`src/rtl/nibble_serial_tx_pkg.sv`:
```
// Shared framing definitions for the nibble serial link (transmit and receive sides).
package nibble_serial_tx_pkg;

    localparam int unsigned DEFAULT_DATA_W       = 4;
    localparam int unsigned DEFAULT_CLKS_PER_BIT = 4;

    localparam logic TX_IDLE  = 1'b1;
    localparam logic TX_START = 1'b0;
    localparam logic TX_STOP  = 1'b1;

    typedef enum logic [2:0] {
        StIdle   = 3'd0,
        StStart  = 3'd1,
        StData   = 3'd2,
        StParity = 3'd3,
        StStop   = 3'd4
    } tx_state_e;

endpackage

```
`src/rtl/nibble_serial_tx_bit_timer.sv`:
```
// Bit-period counter: counts 0..CLKS_PER_BIT-1 and wraps, flagging the last cycle of a period.
module nibble_serial_tx_bit_timer
    import nibble_serial_tx_pkg::*;
#(
    parameter int unsigned CLKS_PER_BIT = DEFAULT_CLKS_PER_BIT
) (
    input  logic clk,
    input  logic reset,
    input  logic restart,
    output logic last_cycle
);

    localparam int unsigned CntW = (CLKS_PER_BIT > 1) ? $clog2(CLKS_PER_BIT) : 1;

    logic [CntW-1:0] count_q, count_d;

    assign last_cycle = (count_q == CntW'(CLKS_PER_BIT - 1));

    always_comb begin
        count_d = count_q + CntW'(1);
        if (restart || last_cycle) begin
            count_d = '0;
        end
    end

    always_ff @(posedge clk or posedge reset) begin
        if (reset) begin
            count_q <= '0;
        end else begin
            count_q <= count_d;
        end
    end

endmodule

```
`src/rtl/nibble_serial_tx.sv`:
```
// Serial transmitter: start bit, DATA_W data bits LSB first, optional even parity, stop bit.
module nibble_serial_tx
    import nibble_serial_tx_pkg::*;
#(
    parameter int unsigned DATA_W       = DEFAULT_DATA_W,
    parameter int unsigned CLKS_PER_BIT = DEFAULT_CLKS_PER_BIT,
    parameter bit          PARITY_EN    = 1'b1
) (
    input  logic              clk,
    input  logic              reset,
    input  logic [DATA_W-1:0] in_data,
    input  logic              in_valid,
    output logic              in_ready,
    output logic              tx,
    output logic              busy,
    output logic              done
);

    localparam int unsigned IdxW = (DATA_W > 1) ? $clog2(DATA_W) : 1;

    tx_state_e         state_q, state_d;
    logic [DATA_W-1:0] shift_q, shift_d;
    logic [IdxW-1:0]   idx_q, idx_d;
    logic              parity_q, parity_d;
    logic              tx_q, tx_d;
    logic              busy_q, busy_d;
    logic              done_q, done_d;
    logic              last_cycle;
    logic              accept;

    nibble_serial_tx_bit_timer #(
        .CLKS_PER_BIT(CLKS_PER_BIT)
    ) u_bit_timer (
        .clk       (clk),
        .reset     (reset),
        .restart   (state_q == StIdle),
        .last_cycle(last_cycle)
    );

    assign in_ready = (state_q == StIdle) || ((state_q == StStop) && last_cycle);
    assign accept   = in_valid && in_ready;

    // tx is registered from the next-state decision so it changes on the same edge as state.
    always_comb begin
        state_d  = state_q;
        shift_d  = shift_q;
        idx_d    = idx_q;
        parity_d = parity_q;
        tx_d     = tx_q;
        done_d   = 1'b0;

        unique case (state_q)
            StIdle: begin
                if (accept) begin
                    state_d  = StStart;
                    shift_d  = in_data;
                    parity_d = ^in_data;
                    tx_d     = TX_START;
                end
            end
            StStart: begin
                if (last_cycle) begin
                    state_d = StData;
                    idx_d   = '0;
                    tx_d    = shift_q[0];
                end
            end
            StData: begin
                if (last_cycle) begin
                    shift_d = shift_q >> 1;
                    if (idx_q == IdxW'(DATA_W - 1)) begin
                        if (PARITY_EN) begin
                            state_d = StParity;
                            tx_d    = parity_q;
                        end else begin
                            state_d = StStop;
                            tx_d    = TX_STOP;
                        end
                    end else begin
                        idx_d = idx_q + IdxW'(1);
                        tx_d  = shift_d[0];
                    end
                end
            end
            StParity: begin
                if (last_cycle) begin
                    state_d = StStop;
                    tx_d    = TX_STOP;
                end
            end
            StStop: begin
                if (last_cycle) begin
                    done_d = 1'b1;
                    if (accept) begin
                        state_d  = StStart;
                        shift_d  = in_data;
                        parity_d = ^in_data;
                        tx_d     = TX_START;
                    end else begin
                        state_d = StIdle;
                        tx_d    = TX_IDLE;
                    end
                end
            end
            default: begin
                state_d = StIdle;
                tx_d    = TX_IDLE;
            end
        endcase

        busy_d = (state_d != StIdle);
    end

    always_ff @(posedge clk or posedge reset) begin
        if (reset) begin
            state_q  <= StIdle;
            shift_q  <= '0;
            idx_q    <= '0;
            parity_q <= 1'b0;
            tx_q     <= TX_IDLE;
            busy_q   <= 1'b0;
            done_q   <= 1'b0;
        end else begin
            state_q  <= state_d;
            shift_q  <= shift_d;
            idx_q    <= idx_d;
            parity_q <= parity_d;
            tx_q     <= tx_d;
            busy_q   <= busy_d;
            done_q   <= done_d;
        end
    end

    assign tx   = tx_q;
    assign busy = busy_q;
    assign done = done_q;

endmodule
```
`config.mk`:
```
export PLATFORM = sky130hd
export DESIGN_NAME = nibble_serial_tx
export DESIGN_NICKNAME = d
export VERILOG_FILES = /design/src/rtl/nibble_serial_tx_pkg.sv /design/src/rtl/nibble_serial_tx_bit_timer.sv /design/src/rtl/nibble_serial_tx.sv
export SDC_FILE = /design/constraint.sdc
export NUM_CORES = 1
export LEC_CHECK = 0
export BUFFER_PORTS_ARGS = -buffer_cell sky130_fd_sc_hd__buf_2
export CORE_MARGIN = 2
export CORE_UTILIZATION = 40
export CTS_CLUSTER_SIZE = 24
export DETAILED_ROUTE_END_ITERATION = 6
export RECOVER_POWER = 50
export SYNTH_ARGS = -nofsm -noshare
export SYNTH_HDL_FRONTEND = slang
export SYNTH_HIERARCHICAL = 1
export SYNTH_SLANG_ARGS = --single-unit
```
`constraint.sdc`:
```
create_clock -name clk -period 3.74 [get_ports clk]
set_input_delay 0.374 -clock clk [delete_from_list [all_inputs] [get_ports clk]]
set_output_delay 0.374 -clock clk [all_outputs]
set_load 0.005 [all_outputs]
```
==> flow_metrics.tcl <==
set metrics [dict create \
    yosys.area.top_type "dfrtp_1" \
    cp-start-kind "flip-flop" \
    worstMarginPinSlew_ps 510 \
    ys_async_sr_fraction_pct 100 \
    hp-class "primary input to flip-flop" \
    ys_top_cells_by_count "14 x dfrtp_1, 12 x mux2_2, 8 x nand2_1" \
    slowest_delay_ps 510 \
    post-route-period-util_pct 49.4 \
    maxSlewViolCount 0 \
    drt-initial-drc-count 9 \
    die_area_um2 2600 \
    cts_setup_buffers 0 \
    leakage_uw 0.000435 \
    yosysMostFrequentCell "dfrtp_1" \
    sequentialPowerShare_pct 44.0 \
    wl_per_cell_um 12.3 \
    clockPowerShare_pct 13.4 \
    grt_antenna_before_repair 0 \
    ir_drop_mv 0.359 \
    place_hpwl_um 1100 \
    synth.cell_area_um2 882 \
    antenna_cells 0 \
    h-tree-depth 1 \
    p_total_uw 695 \
    p_int_uw 443 \
    maxCapViolCount 0 \
    antenna_left 0 \
    ctsResizeCount 0 \
    avgSynthCellArea_um2 10.6 \
    grt_max_degree 17 \
    synthTopCellsByArea "dfrtp_1 40%, mux2_2 15%, nand2_1 3.4%" \
    synth_nets 92 \
    synth-edff-count 0 \
    portBuffers 10 \
    synth_top_area_share_pct 39.7 \
    p_sw_share_pct 36.4 \
    globalRoute.totalOverflow 0 \
    slowest_stage "or4b_1" \
    outcome "complete, no violations" \
    syn_inst 83 \
    hold_viol_final 0 \
    clock_latency_ps 290 \
    max-slew-margin-rel_pct 66.0 \
    setup_violations 0 \
    min_period_ps 1850 \
    crit_chain "ha_1 -> and3b_1 -> nand2_1 -> o21ai_1 -> or4b_1" \
    vias_per_cell 5.18 \
    cp_max_fo 16 \
    pwr_density_cell_nw_per_um2 718 \
    comb_power_share_pct 42.7 \
    drive_gt1_share_pct 30.9 \
    clockBufferDepth 2 \
    fmax_mhz 541 \
    grt_pass1_wl_um 2590 \
    synth_top_flop_cell "dfrtp_1" \
    drt-pass1-iter-count 3 \
    die_width_um 51.0 \
    vias 632 \
    numClockSinks 15 \
    track_usage_pct 13.8 \
    cp.arrival_ps 2010 \
    final_nets 104 \
    start_util_pct 41.1 \
    skew_ps 7.84 \
    crit_required_ps 3900 \
    ctsRootBufferMaster "clkbuf_4" \
    fp-row-count 17 \
    io_pins 11 \
    cts_tree "done" \
    synth_warnings 6 \
    cp-end-kind "flip-flop" \
    gp_congestion 0.702 \
    ys_ff_latch 15 \
    grt_setup_unrepaired "false" \
    power_switching_uw 253 \
    chipHeight_um 51.0 \
    clk_pin_slew_ps 90 \
    syn2layout_area_growth_pct 9.79 \
    crit_type "flip-flop to flip-flop" \
    totalWireLength_um 1510 \
    ys_types 33 \
    drc 0 \
    coreArea_um2 2150 \
    yosysSeqAreaShare_pct 42.7 \
    finalSetupTns_ps 0 \
    cts_buffers 3 \
    grt_pass1_vias 606 \
]
per-layer routing:
layer | routed length [um] | GRT usage (%) | part of all wire, % | vias up
met1 | 734 | 16.1 | 49 | 307
met2 | 698 | 22.1 | 46 | 6
li1 | - | - | - | 315
met3 | 33 | 3.51 | 2.2 | 4
met5 | 0 | 0 | 0 | -
met4 | 40 | 9.46 | 2.7 | 0
path summary, 6_finish.rpt:
path / startpoint / end / slack [ps] / cells past startpoint
hold reg to reg: u_bit_timer/count_q[0] / u_bit_timer/count_q[0] / 460 / 1
setup reg to reg: u_bit_timer/count_q[0] / busy / 1890 / 5
max in group asynchronous: reset / tx / 2760 / 3
setup / recovery: u_bit_timer/count_q[0] / busy / 1890 / 5
min in group asynchronous: reset / u_bit_timer/count_q[1] / 460 / 3
hold / removal: in_valid / parity_q / 450 / 3
cells by family (layout without fill, tap and decap cells):
| logic type | after synthesis | after routing | share of synthesized area (%) |
|---|---|---|---|
| flops | 15 | 15 | 42.7 |
| simple gates | 27 | 27 | 19.1 |
| mux | 12 | 12 | 15.3 |
| compound gates | 16 | 16 | 10.8 |
| xor+xnor | 4 | 4 | 3.97 |
| buf+inv | 7 | 18 | 5.25 |
| fa+ha+maj | 2 | 2 | 2.84 |
worst max-delay path: cells and delay by family (launching register included):
family / cells / cell delay, ps
flops: 1 / 400
simple gates: 3 / 860
fa+ha+maj: 1 / 380
compound gates: 1 / 80
per-stage QoR:
stage	area [um2]	setup WS (ps)	util, %	hold WS [ps]	instances
6_report	968	1890	45.1	452	122
5_1_grt	968	1800	45.1	456	122
4_1_cts	970	1890	45.1	449	122
3_5_place_dp	932	1920	43.4	234	117
3_3_place_gp	932	1950	43.4	232	117
2_1_floorplan	882	2070	-	115	83
registers in the layout, indices dropped and copies added (netlist names):
register	cells
tx	1
idx_q	2
shift_q	4
done	1
state_q	3
u_bit_timer/count_q	2
parity_q	1
busy	1
power by group through the flow:
stage	clock network (uW)	logic, uW	registers, uW
5_1_grt	104	329	318
3_3_place_gp	0	298	304
3_5_place_dp	0	298	308
4_1_cts	96.2	302	305
2_1_floorplan	0	285	270
6_report	92.9	297	306
timing repair:
| action | CTS | global route |
|---|---|---|
| hold endpoints to repair | 2 | 0 |
| hold buffers | 1 | 0 |
| setup endpoints to repair | 0 | 0 |
cell usage in the layout, fill, tap and decap left out, types with 2 or more instances in the layout:
cell type and count:
o21ai_0 5, xnor2_1 2, nor2_1 3, buf_2 9, a21oi_1 4, nor3b_2 2, nand2_1 8, nand2b_1 2
ha_1 2, dfrtp_1 14, inv_1 3, xor2_1 2, clkbuf_4 3, mux2_2 12, o21bai_1 2, nand3b_1 2
area by class of cell:
class / instances / area [um2]
clock buffer: 3 / 22.5
clock inverter: 1 / 5.00
fill: 217 / 1180
inverter: 3 / 11.3
multi-input combinational: 61 / 459
sequential: 15 / 377
tap: 28 / 35.0
timing repair buffer: 11 / 58.8
Power figures use the tool's default switching activity.
